==> config.mk <==
export PLATFORM = sky130hd
export DESIGN_NAME = irq_ctrl_flat
export DESIGN_NICKNAME = d
export VERILOG_FILES = /design/src/rtl/irq_ctrl_if.sv /design/src/rtl/irq_ctrl.sv /design/src/flat_wrapper.sv
export SDC_FILE = /design/constraint.sdc
export NUM_CORES = 1
export LEC_CHECK = 0
export BUFFER_PORTS_ARGS = -buffer_cell sky130_fd_sc_hd__buf_2
export CAP_MARGIN = 20
export CORE_MARGIN = 10
export CORE_UTILIZATION = 28
export CTS_CLUSTER_SIZE = 28
export DETAILED_ROUTE_END_ITERATION = 8
export SLEW_MARGIN = 20
export SYNTH_ARGS = -nofsm -noshare
export SYNTH_HDL_FRONTEND = slang
export SYNTH_SLANG_ARGS = --single-unit
==> constraint.sdc <==
create_clock -name clk -period 1.7 [get_ports clk]
set_clock_uncertainty 0.15 [all_clocks]
set_input_delay 0.34 -clock clk [delete_from_list [all_inputs] [get_ports clk]]
set_output_delay 0.34 -clock clk [all_outputs]
set_load 0.05 [all_outputs]
==> src/rtl/irq_ctrl_if.sv <==
// MIO register-window bus between the CPU side and the interrupt controller.
interface irq_ctrl_if;
    logic        sel;
    logic        we;
    logic [1:0]  reg_addr;
    logic [31:0] wdata;
    logic [31:0] rdata;

    modport master (output sel, output we, output reg_addr, output wdata, input rdata);
    modport slave  (input sel, input we, input reg_addr, input wdata, output rdata);
endinterface

==> src/rtl/irq_ctrl.sv <==
// Interrupt controller: synchronises and edge-detects sources into pending bits,
// masks them into a registered INT level, and exposes PEND/MASK/ACK/VEC registers.
module irq_ctrl #(
    parameter int unsigned N_SRC       = 4,
    parameter int unsigned SYNC_STAGES = 2
) (
    input  logic             clk,
    input  logic             RSTN,
    input  logic [N_SRC-1:0] irq_in,
    irq_ctrl_if.slave        bus,
    output logic             INT
);

    logic [SYNC_STAGES-1:0][N_SRC-1:0] r_sync;
    logic [N_SRC-1:0] r_prev;
    logic [N_SRC-1:0] r_pend;
    logic [N_SRC-1:0] r_mask;
    logic [31:0]      r_rdata;
    logic             r_int;

    logic [N_SRC-1:0] w_s;
    logic [N_SRC-1:0] w_rise;
    logic [N_SRC-1:0] w_act;
    logic [N_SRC-1:0] w_ack_bits;
    logic [N_SRC-1:0] w_pend_d;
    logic             w_ack_wr;
    logic             w_mask_wr;
    logic             w_rd;
    logic [3:0]       w_idx;
    logic [31:0]      w_vec;
    logic [31:0]      w_rdata;
    logic             w_unused;

    assign w_s       = r_sync[SYNC_STAGES-1];
    assign w_rise    = w_s & ~r_prev;
    assign w_act     = r_pend & r_mask;
    assign w_ack_wr  = bus.sel & bus.we & (bus.reg_addr == 2'd2);
    assign w_mask_wr = bus.sel & bus.we & (bus.reg_addr == 2'd1);
    assign w_rd      = bus.sel & ~bus.we;

    assign w_ack_bits = w_ack_wr ? bus.wdata[N_SRC-1:0] : '0;
    // A rise on the same edge as its ACK keeps the bit pending.
    assign w_pend_d   = w_rise | (r_pend & ~w_ack_bits);

    assign w_unused = ^bus.wdata[31:N_SRC];

    // Scan high-to-low so the lowest active index wins.
    always_comb begin
        w_idx = 4'd0;
        for (int i = N_SRC - 1; i >= 0; i--) begin
            if (w_act[i]) begin
                w_idx = 4'(i);
            end
        end
    end

    assign w_vec = {|w_act, 27'd0, w_idx};

    always_comb begin
        w_rdata = 32'd0;
        case (bus.reg_addr)
            2'd0:    w_rdata = 32'(r_pend);
            2'd1:    w_rdata = 32'(r_mask);
            2'd2:    w_rdata = 32'd0;
            default: w_rdata = w_vec;
        endcase
    end

    always_ff @(posedge clk) begin
        if (!RSTN) begin
            r_sync  <= '0;
            r_prev  <= '0;
            r_pend  <= '0;
            r_mask  <= '0;
            r_rdata <= '0;
            r_int   <= 1'b0;
        end else begin
            r_sync[0] <= irq_in;
            for (int k = 1; k < SYNC_STAGES; k++) begin
                r_sync[k] <= r_sync[k-1];
            end
            r_prev <= w_s;
            r_pend <= w_pend_d;
            if (w_mask_wr) begin
                r_mask <= bus.wdata[N_SRC-1:0];
            end
            if (w_rd) begin
                r_rdata <= w_rdata;
            end
            r_int <= |w_act;
        end
    end

    assign bus.rdata = r_rdata;
    assign INT       = r_int;

endmodule

==> src/flat_wrapper.sv <==
// flat-port wrapper written by rule: the top's interface ports become plain ports
module irq_ctrl_flat 
#(
    parameter int unsigned N_SRC       = 4,
    parameter int unsigned SYNC_STAGES = 2
)
  (clk, RSTN, irq_in, INT, bus_sel, bus_we, bus_reg_addr, bus_wdata, bus_rdata);
  irq_ctrl_if bus_i ();
  input  logic clk;
  input  logic RSTN;
  input  logic [N_SRC-1:0] irq_in;
  output logic INT;
  input wire logic [$bits(bus_i.sel)-1:0] bus_sel;
  input wire logic [$bits(bus_i.we)-1:0] bus_we;
  input wire logic [$bits(bus_i.reg_addr)-1:0] bus_reg_addr;
  input wire logic [$bits(bus_i.wdata)-1:0] bus_wdata;
  output wire logic [$bits(bus_i.rdata)-1:0] bus_rdata;
  assign bus_i.sel = bus_sel;
  assign bus_i.we = bus_we;
  assign bus_i.reg_addr = bus_reg_addr;
  assign bus_i.wdata = bus_wdata;
  assign bus_rdata = bus_i.rdata;
  irq_ctrl #(.N_SRC(N_SRC), .SYNC_STAGES(SYNC_STAGES)) u_core (.clk(clk), .RSTN(RSTN), .irq_in(irq_in), .bus(bus_i), .INT(INT));
endmodule
# Word-level counts from Yosys, hierarchy flattened
# Index checks and enable logic that the tools add are counted.
# word_totals
reg_bits	53
elab_cells	28
inputBits	42
output_inout_bits	33
# op_classes
eq_ne	2
n_mux	6
bitwise_logic	11
reduce_logical	2
# op_table
cell	n
32-bit case mux with 3 select lines	1
4-bit bitwise AND	3
2-bit two-way mux	4
4-bit inverter	2
1-bit bitwise AND	4
4-bit two-way mux	1
4-bit bitwise OR	1
4-bit OR reduction	1
2-bit by 1-bit equality test with 1-bit output, second input constant	1
2-bit equality test, second input constant	1
2-bit logical NOT	1
1-bit inverter	1

# Depth between registers and ports, before layout
# depth
word_depth	6
depth_mapped	5
mapped_depth_nobuf	4

# Least setup slack after synthesis
# Ideal clock, no wire load.
# synth_path
kind	input-to-reg
from	input bus_reg_addr[0]
to	register u_core.r_pend[0]
path_stages	5
arrival_time_ns	0.971
slack_ns	0.463
t_required_ns	1.435
setup_ns	0.115
n_path_buf	1
cell_sequence	buf_6 -> and4b_1 -> nand2_1 -> a21oi_1 -> nor2b_1
# synth_via
elab_chain_cells	6
# synth_lines
element	line_no	source
start: declaration	flat_wrapper.sv:15	input wire logic [$bits(bus_i.reg_addr)-1:0] bus_reg_addr;
2-bit equality test	irq_ctrl.sv:37	assign w_ack_wr = bus.sel & bus.we & (bus.reg_addr == 2'd2);
1-bit bitwise AND	irq_ctrl.sv:37	
4-bit two-way mux	irq_ctrl.sv:41	assign w_ack_bits = w_ack_wr ? bus.wdata[N_SRC-1:0] : '0;
4-bit inverter	irq_ctrl.sv:43	assign w_pend_d = w_rise | (r_pend & ~w_ack_bits);
4-bit bitwise AND	irq_ctrl.sv:43	
4-bit bitwise OR	irq_ctrl.sv:43	
end signal: assignment	irq_ctrl.sv:83	r_pend <= w_pend_d;
end: declaration	irq_ctrl.sv:16	logic [N_SRC-1:0] r_pend;
# Every way passes these cells.
# A chain may end at the register's enable or synchronous reset.

# Final worst setup path
# layout_path
from	register u_core.r_rdata[31] (netlist: u_core.bus.rdata[31])
to	output bus_rdata[31]
# layout_lines
element	line_no	source
start: declaration	irq_ctrl.sv:18	logic [31:0] r_rdata;
start signal: assignment	irq_ctrl.sv:88	r_rdata <= w_rdata;
end: declaration	flat_wrapper.sv:17	output wire logic [$bits(bus_i.rdata)-1:0] bus_rdata;
# No word-level cell between the ends.

==> reports/qor.yml <==
outcome: "finished clean"
synth_cells: 123
tritoncts: "yes"
multi_input_area_sq_um: 546
critPathMaxFanout: 2
drive_above_1_share_pct: 17.7
hpwl_um: 1690
ys_warn_count: 0
fin_area_sq_um: 1290
worstSetupPathType: "register to primary output"
grt_pass1_wl_um: 3570
startpoint_type: "register"
cts_sinks: 26
wl_um: 2150
clkSlewWorstSetupHoldPaths_ps: 90
hold_buffers: 0
dpl-instance-area_sq_um: 1220
crit_buf_inv: 1
cts_buffer_depth: 2
nFillCells: 467
dr.pass1.iters: 2
gr-usage-met2_pct: 9.33
grt_pass1_vias: 803
die-area_sq_um: 7310
p_leak_uw: 0.000604
use_met1_pct: 6.21
timing.setup.tns_ps: 0
fin_crit_ps: 1360
final_cell_mix: "conb_1 (27), dfxtp_1 (26), buf_2 (19)"
yosys.area.top_type: "dfxtp_1"
overflow: 0
clk_latency_ps: 270
core-area_sq_um: 4090
die_w_um: 85.5
dieHeight_um: 85.5
nets: 184
end_kind: "primary output"
synth-seq-cells: 26
cp_top_family: "flip-flops"
rsz0062_at_grt: "no"
pin_count: 75
ys_seq_area_share_pct: 43.3
maxCapViolCount: 0
cts-root-buf: "clkbuf_8"
finalSetupViolCount: 0
top_usage_layer: "met2"
synth_edf_count: 0
cpPeakStageDelay_ps: 340
worstHoldPathType: "input port to register"
numCtsBuffers: 3
power_density_nw_per_um2: 1050
ys_top_cells_by_area: "dfxtp_1 (43%), buf_4 (17%), nor2b_1 (7.8%)"
slowest_stage: "dfxtp_1"
gp_congestion: 0.728
power_frac_comb_pct: 15.6
pwr-share-seq_pct: 47.3
antenna_left: 0
synth.cell_area_sq_um: 1200
seq_area_sq_um: 520
synthToLayoutAreaGrowth_pct: 7.81
fmax_ghz: 0.734
p_sw_share_pct: 27.5
ir_worst_vdd_v: 0.000602
ys_types: 23
crit_arrival_ps: 870
p_int_uw: 982
initial_utilization_pct: 29.4
cp.required_ps: 1210
hold_violations: 0
htreeDepth: 1
p_switching_uw: 372
grtUsageTotal_pct: 5.86
vias_per_cell: 3.96
ys.flop_type: "dfxtp_1"
io_buffer_count: 19
final_common_cell: "conb_1"
netlist.area_leader.share_pct: 43.3
rows: 23
grt_max_degree: 27
cts.repair.resized: 0
grt_use_met3_pct: 4.07
num_vias: 757
drt_iter0_markers: 35
clockPowerShare_pct: 37.1
maxSlewViolCount: 0
fin_util_pct: 31.7
async_flop_share_pct: 0
avgSynthCellArea_sq_um: 9.77
fin_crit_sh_pct: 80.1
antenna_found_initial: 0
drcViolationCount: 0
crit_chain: "buf_2"
antenna_cells: 0
routedWlPerCell_um: 11.3
postCtsSetupRepairBufs: 0
[stage by stage]
stage	hold WS, ps	setup WS (ps)	power, uW	instances
2_1_floorplan	262	463	886	149
3_5_place_dp	270	261	864	187
4_1_cts	108	321	1380	191
5_1_grt	105	278	1420	191
3_3_place_gp	263	295	861	187
6_report	121	338	1350	191
[path summary, 6_finish.rpt]
path / from / endpoint / slack, ps / cells after the start
min reg2reg: u_core.r_sync[1]$_SDFF_PN0_ / u_core.w_s[1]$_SDFF_PN0_ / 290 / 1
max: u_core.bus.rdata[31]$_SDFFE_PN0P_ / bus_rdata[31] / 340 / 1
max reg2reg: u_core.r_pend[2]$_SDFF_PN0_ / u_core.bus.rdata[0]$_SDFFE_PN0P_ / 390 / 4
min: irq_in[0] / u_core.r_sync[0]$_SDFF_PN0_ / 120 / 2
[flip-flops by register name, indices dropped and copies added, names as in the netlist]
signal            cells
u_core.bus.rdata      5
u_core.w_s            4
u_core.r_pend         4
u_core.r_mask         4
u_core.r_sync         4
u_core.INT            1
u_core.r_prev         4
[cells by family (layout without fill, tap and decap cells)]
family / after synthesis / after routing / share of synthesized area (%)
compound gates: 14 / 14 / 8.33
simple gates: 43 / 43 / 21.7
other cells: 1 / 27 / 0.312
flops: 26 / 26 / 43.3
mux: 8 / 8 / 6.98
buf+inv: 31 / 23 / 19.4
[routing by layer]
metal / up-vias / part of all wire [%]
met1: 338 / 45
li1: 388 / -
met5: - / 0
met4: 0 / 0.51
met3: 2 / 11
met2: 29 / 44
[power by group through the flow]
| stage | combinational [uW] | sequential, uW | clock [uW] |
|---|---|---|---|
| detailed placement | 210 | 654 | 0 |
| floorplan | 227 | 658 | 0 |
| global placement | 208 | 653 | 0 |
| global route | 227 | 643 | 552 |
| CTS | 210 | 640 | 530 |
| finish | 211 | 640 | 502 |
[layout make-up]
class                      count  share of cell area (%)
tap                           50                    4.83
multi-input combinational     92                    42.1
clock buffer                   3                    3.19
clock inverter                 1                    2.32
sequential                    26                    40.2
timing repair buffer          19                    7.34
[synth_stat cells (2+ instances only)]
| library cell | number |
|---|---|
| clkbuf_1 | 2 |
| nand2b_1 | 3 |
| mux2_1 | 3 |
| nand2_1 | 6 |
| a22oi_1 | 5 |
| and2_1 | 13 |
| nor2_1 | 2 |
| a21oi_1 | 4 |
| buf_6 | 2 |
| dfxtp_1 | 26 |
| buf_4 | 27 |
| mux2i_1 | 5 |
| nor2b_1 | 15 |
Power figures use the tool's default switching activity.
